--- config.mk ---
export PLATFORM = sky130hd
export DESIGN_NAME = bit_stream_serializer
export DESIGN_NICKNAME = d
export VERILOG_FILES = /design/src/rtl/bit_stream_serializer.sv
export SDC_FILE = /design/constraint.sdc
export NUM_CORES = 1
export LEC_CHECK = 0
export BUFFER_PORTS_ARGS = -buffer_cell sky130_fd_sc_hd__buf_2
export CAP_MARGIN = 20
export CORE_MARGIN = 2
export CORE_UTILIZATION = 58
export CTS_BUF_LIST = sky130_fd_sc_hd__clkbuf_8
export DETAILED_ROUTE_END_ITERATION = 8
export PLACE_DENSITY = 0.93
export SLEW_MARGIN = 20
export SYNTH_ARGS = -nofsm -noshare
export SYNTH_HDL_FRONTEND = slang
export SYNTH_SLANG_ARGS = --single-unit
--- constraint.sdc ---
create_clock -name clk -period 4.87 [get_ports clk]
set_input_delay 0.2435 -clock clk [delete_from_list [all_inputs] [get_ports clk]]
set_output_delay 0.2435 -clock clk [all_outputs]
set_load 0.005 [all_outputs]
--- src/rtl/bit_stream_serializer.sv ---
// Parallel-to-serial front end: WIDTH-bit words in over valid/ready, one bit per enabled clock out.
// Optional trailing even-parity bit per word when SERIALIZER_PARITY_EN is defined.
module bit_stream_serializer #(
   parameter int WIDTH     = 8,
   parameter bit MSB_FIRST = 1'b1
) (
   input  logic             clk,
   input  logic             rst,
   input  logic [WIDTH-1:0] in_data,
   input  logic             in_valid,
   output logic             in_ready,
   input  logic             enable,
   output logic             x_out,
   output logic             x_valid,
   output logic             last_bit,
   output logic             busy
);

   localparam int CW = $clog2(WIDTH);
   localparam logic [CW-1:0] LAST_CNT = CW'(WIDTH - 1);

`ifdef SERIALIZER_PARITY_EN
   typedef enum logic [1:0] {IDLE = 2'd0, SHIFT = 2'd1, PARITY = 2'd2} state_t;
`else
   typedef enum logic [1:0] {IDLE = 2'd0, SHIFT = 2'd1} state_t;
`endif

   function automatic logic [WIDTH-1:0] order_word(input logic [WIDTH-1:0] w);
      logic [WIDTH-1:0] r;
      for (int i = 0; i < WIDTH; i++) begin
         r[i] = MSB_FIRST ? w[i] : w[WIDTH-1-i];
      end
      return r;
   endfunction

`ifdef SERIALIZER_PARITY_EN
   function automatic logic even_parity(input logic [WIDTH-1:0] w);
      return ^w;
   endfunction

   logic par_r;
`endif

   state_t           state_r;
   // x_out_r is the head of the shift register; shreg_r holds the bits still to come
   logic             x_out_r;
   logic [WIDTH-2:0] shreg_r;
   logic [CW-1:0]    bit_cnt_r;
   logic [CW-1:0]    next_cnt_s;
   logic             last_r;
   logic             busy_r;
   logic [WIDTH-1:0] load_word_s;
   logic             accept_s;

   assign load_word_s = order_word(in_data);
   assign next_cnt_s  = bit_cnt_r + CW'(1);
   // last_r is only ever set on the final stream bit, so this covers both the idle and reload cases
   assign in_ready    = !rst && ((state_r == IDLE) || (last_r && enable));
   assign accept_s    = in_valid && in_ready;

   assign x_out    = x_out_r;
   assign x_valid  = busy_r && enable;
   assign last_bit = last_r;
   assign busy     = busy_r;

   // Serializer FSM with registered stream outputs
   always_ff @(posedge clk or posedge rst) begin
      if (rst) begin
         state_r   <= IDLE;
         x_out_r   <= 1'b0;
         shreg_r   <= {(WIDTH-1){1'b0}};
         bit_cnt_r <= {CW{1'b0}};
         last_r    <= 1'b0;
         busy_r    <= 1'b0;
`ifdef SERIALIZER_PARITY_EN
         par_r     <= 1'b0;
`endif
      end else if (accept_s) begin
         state_r   <= SHIFT;
         x_out_r   <= load_word_s[WIDTH-1];
         shreg_r   <= load_word_s[WIDTH-2:0];
         bit_cnt_r <= {CW{1'b0}};
         last_r    <= 1'b0;
         busy_r    <= 1'b1;
`ifdef SERIALIZER_PARITY_EN
         par_r     <= even_parity(in_data);
`endif
      end else begin
         case (state_r)
            IDLE: begin
               state_r <= IDLE;
            end
            SHIFT: begin
               if (enable) begin
                  if (bit_cnt_r == LAST_CNT) begin
`ifdef SERIALIZER_PARITY_EN
                     state_r <= PARITY;
                     x_out_r <= par_r;
                     last_r  <= 1'b1;
`else
                     state_r <= IDLE;
                     x_out_r <= 1'b0;
                     last_r  <= 1'b0;
                     busy_r  <= 1'b0;
`endif
                  end else begin
                     x_out_r   <= shreg_r[WIDTH-2];
                     shreg_r   <= shreg_r << 1;
                     bit_cnt_r <= next_cnt_s;
`ifdef SERIALIZER_PARITY_EN
                     last_r    <= 1'b0;
`else
                     last_r    <= (next_cnt_s == LAST_CNT);
`endif
                  end
               end
            end
`ifdef SERIALIZER_PARITY_EN
            PARITY: begin
               if (enable) begin
                  state_r <= IDLE;
                  x_out_r <= 1'b0;
                  last_r  <= 1'b0;
                  busy_r  <= 1'b0;
               end
            end
`endif
            default: begin
               state_r <= IDLE;
               x_out_r <= 1'b0;
               last_r  <= 1'b0;
               busy_r  <= 1'b0;
            end
         endcase
      end
   end

endmodule

==> flow_results.org <==
** Setup path
- Across all register-to-register paths, the minimum setup slack is 2.81 ns.
- Reg-to-reg startpoint :: bit_cnt_r[0]
- The worst setup path is captured at a flop.
- Capture instance of the worst register-to-register path :: shreg_r[3]
- For the worst flop-to-flop path, the logic depth is 5.
- Kind of start point of the critical path :: flop
- The worst setup path is of the reg -> reg kind.
- Required time of the worst setup path :: 4.99 ns
- In this run the worst setup path begins at bit_cnt_r[0].
- Of all nets on the critical path, the largest fanout is 9.
- Critical path data arrival time :: 2.18 ns

** Final layout
- Final layout net count :: 96
- After filler insertion, the fill cell instance count of the layout stands at 86.
- Antenna Cells :: 0
- Final Cell Area :: 882 um^2
- Multi-input gate area in the final layout :: 360 um^2
- Commonest cells after routing, fill and taps aside :: buf_2 (16), dfrtp_1 (14), nand2_1 (7), mux2_2 (6)
- Area added between synthesis and finish :: 17.3%
- Total area of sequential cells :: 350 um^2
- Layout cells sized above 1 :: 41.3%
- Leaving out fill and tap cells, the most frequent cell in the layout is buf_2.

** Route
- DRT Pass-1 Iters :: 4
- In the detailed route, the total length drawn on met3 is 71 um.
- Initial DRC count :: 17
- In the detailed route, the total length drawn on met2 is 806 um.
- Using the TritonRoute via totals, the vias-per-cell ratio works out to 5.61.
- Remaining number of nets flagged by the antenna check after routing :: 0
- In the routed design, unresolved DRC markers number 0.
- The detailed router put a total of 592 um of wire on met1.
- After detailed routing, no signal wire sits above met4.
- Vias after detailed routing :: 527
- For this block, the routed nets add up to 1490 um of wire.
- After detailed routing, the average wire length per cell comes to 15.8 um.

** Floorplanning
- For this configuration, the core starts out at a cell density of 65.0%.
- After floorplanning, the core was divided into 12 placement rows.
- Pin placement for this block handled 17 I/O pins.
- From left edge to right edge, the die measures 40.0 um.
- Area of the die :: 1600 um^2
- The floorplan step defined a core boundary enclosing 1160 um^2.
- Die height :: 40.0 um

** Synth
- The cell count after synthesis came out at 62.
- Adder and majority gate portion of the synthesized area :: 4.99%
- Part of the Yosys area used for sequential elements :: 46.6%
- Post-synthesis compound-gate area fraction :: 9.48%
- Net Count, Synth :: 77
- The portion of synthesized area spent on multiplexers is 23.1%.
- In this run the mean area of a mapped cell was 12.1 um^2.
- Total of warnings raised by yosys :: 0
- Biggest area consumer among synthesized cells :: dfrtp_1
- Post-synth cell types :: 21
- After Yosys synthesis, and, or, nand and nor cells account for 10.3% of the synthesized area.
- After Yosys synthesis, XOR and XNOR cells account for 0% of the synthesized area.
- After synthesis, the cell types taking the most area are dfrtp_1 (47%), mux2_4 (10%), mux2_2 (9.0%), ha_1 (5.0%), nand2_1 (3.5%).
- Synth Cell Area :: 752 um^2
- After synthesis the netlist holds a flip-flop and latch count of 14.
- After synthesis, the largest family of logic cells by area is multiplexers.
- Summed over its instances, the top area cell type makes up 46.6% of the synthesized netlist area.

** Global routing
- The number of global-route vias before repair came to 526.
- Aggregate global routing overflow :: 0
- Maximum number of pins on one net before global-route repair :: 15
- Wire length of the first global-routing pass :: 2230 um
- Aggregate global-route resource usage :: 22.6%
- Antenna violations before repair :: 0

** Clock tree
- For this design, the CTS-stage hold fixing added 0 buffers.
- In this run the number of H-tree levels came out at 1.
- For the worst-skew pair, the clock arrives at the later sink with an insertion delay of 0.24 ns.
- Clock root buffer :: clkbuf_8
- TritonCTS built the clock tree.
- Post-CTS timing repair inserted 0 buffers for setup.
- Number of buffers created by CTS :: 3
- Clock Path Buffers :: 2
- Clock-pin slew was measured on the worst setup and hold paths at 0.06 ns.
- Post-CTS repair changed the size of 0 cells.
- For this design, the sink count on the clock tree is 14.

** STA
- Setup tns final :: 0 ns
- Measured slew at the worst slew-check pin :: 0.740 ns
- The worst path in the final design needs a cycle of 2.06 ns, including I/O delays and setup.
- # setup viols final :: 0
- Fmax :: 486 MHz
- The number of hold violations in the final report came to 0.
- Setup repair after global routing missed its margin :: no
- Headroom to the max-slew limit came out at 50.5%.
- Worst clock skew on the final layout :: 0.000906 ns
- The worst path uses 42.2% of the clock period.
- Final max-slew violation count :: 0

** Flow run
- Max_cap viols :: 0

** Placement
- Sum of net half-perimeters after detailed placement :: 1000 um
- At the end of routability-driven placement, the weighted congestion stood at 0.796.
- In this run the cell area measured after placement is 827 um^2.
- During placement, the flow inserted port buffers numbering 16.

** Power
- For this design the ratio of total power to cell area is 601 nW/um^2.
- Lkg Pwr :: 0.445 nW
- Maximum vdd drop :: 0.392 mV

** Run status
- Result of the run :: complete, no violations

** Min path
- Hold crit path type :: in -> async
==> cell type report <==
class / instances / area share, %
Multi-Input combinational cell: 41 / 40.9
Sequential cell: 14 / 39.7
Inverter: 5 / 2.13
Tap cell: 14 / 1.99
Clock buffer: 4 / 6.24
Timing Repair Buffer: 16 / 9.08
==> worst max-delay path by stage <==
stage                     slack, ns  depth (start not counted)         end
after floorplan                3.07                          6  shreg_r[1]
after global placement         2.92                          5  shreg_r[1]
after detailed placement       2.86                          5  shreg_r[3]
after CTS                      2.82                          5  shreg_r[3]
after global routing           2.74                          5  shreg_r[1]
final                          2.81                          5  shreg_r[3]
==> cell families (layout without fill, tap and decap cells) <==
logic type / count (synthesis) / count (layout)
and+or+nand+nor: 15 / 15
muxes: 14 / 14
DFF: 14 / 14
AOI/OAI and AO/OA: 9 / 9
buffers and inverters: 7 / 25
adders and majority gates: 3 / 3
==> Yosys cell counts <==
cell,n
a211oi_1,1
a211oi_4,1
a21o_1,2
a21oi_1,4
a32oi_1,1
and2_1,1
and3b_1,1
and4b_1,1
buf_6,2
dfrtp_1,14
ha_1,3
inv_1,5
mux2_1,1
mux2_2,6
mux2_4,5
mux2i_1,2
nand2_1,7
nand2_2,1
nand3_1,1
nand3b_1,1
nor2_1,2
==> worst max-delay path: stages (launching register included) <==
cell	delay, ns
dfrtp_1	0.41
ha_1	0.22
ha_1	0.22
and3b_1	0.47
mux2_4	0.35
mux2_4	0.27
==> routing by layer <==
layer  vias up  global-route usage [%]
met5         -                       0
met4         0                    10.3
met1       256                    24.3
met2        16                    41.5
li1        253                       -
met3         2                    5.00
==> sequential cells by signal, summed over array words and instances, names as in the netlist <==
name       count
last_bit       1
shreg_r        7
x_out          1
bit_cnt_r      3
busy           1
state_r        1
==> power by group <==
part	total (mW)	internal, mW	leakage, nW	switching (mW)
registers	0.213	0.170	0.173	0.0437
logic	0.205	0.117	0.243	0.0881
clock network	0.112	0.0715	0.0288	0.0400
==> stage by stage <==
stage	utilization, %	instances	total power, mW	setup WS (ns)	hold slack, ns
after floorplan	-	62	0.363	3.07	0.133
after global placement	71.5	90	0.395	2.92	0.338
after detailed placement	71.5	90	0.413	2.86	0.354
after CTS	76.3	94	0.530	2.82	0.0940
after global routing	76.3	94	0.562	2.74	0.134
final	76.3	94	0.530	2.81	0.0762
Note: power is estimated with default switching activity, not from simulation.
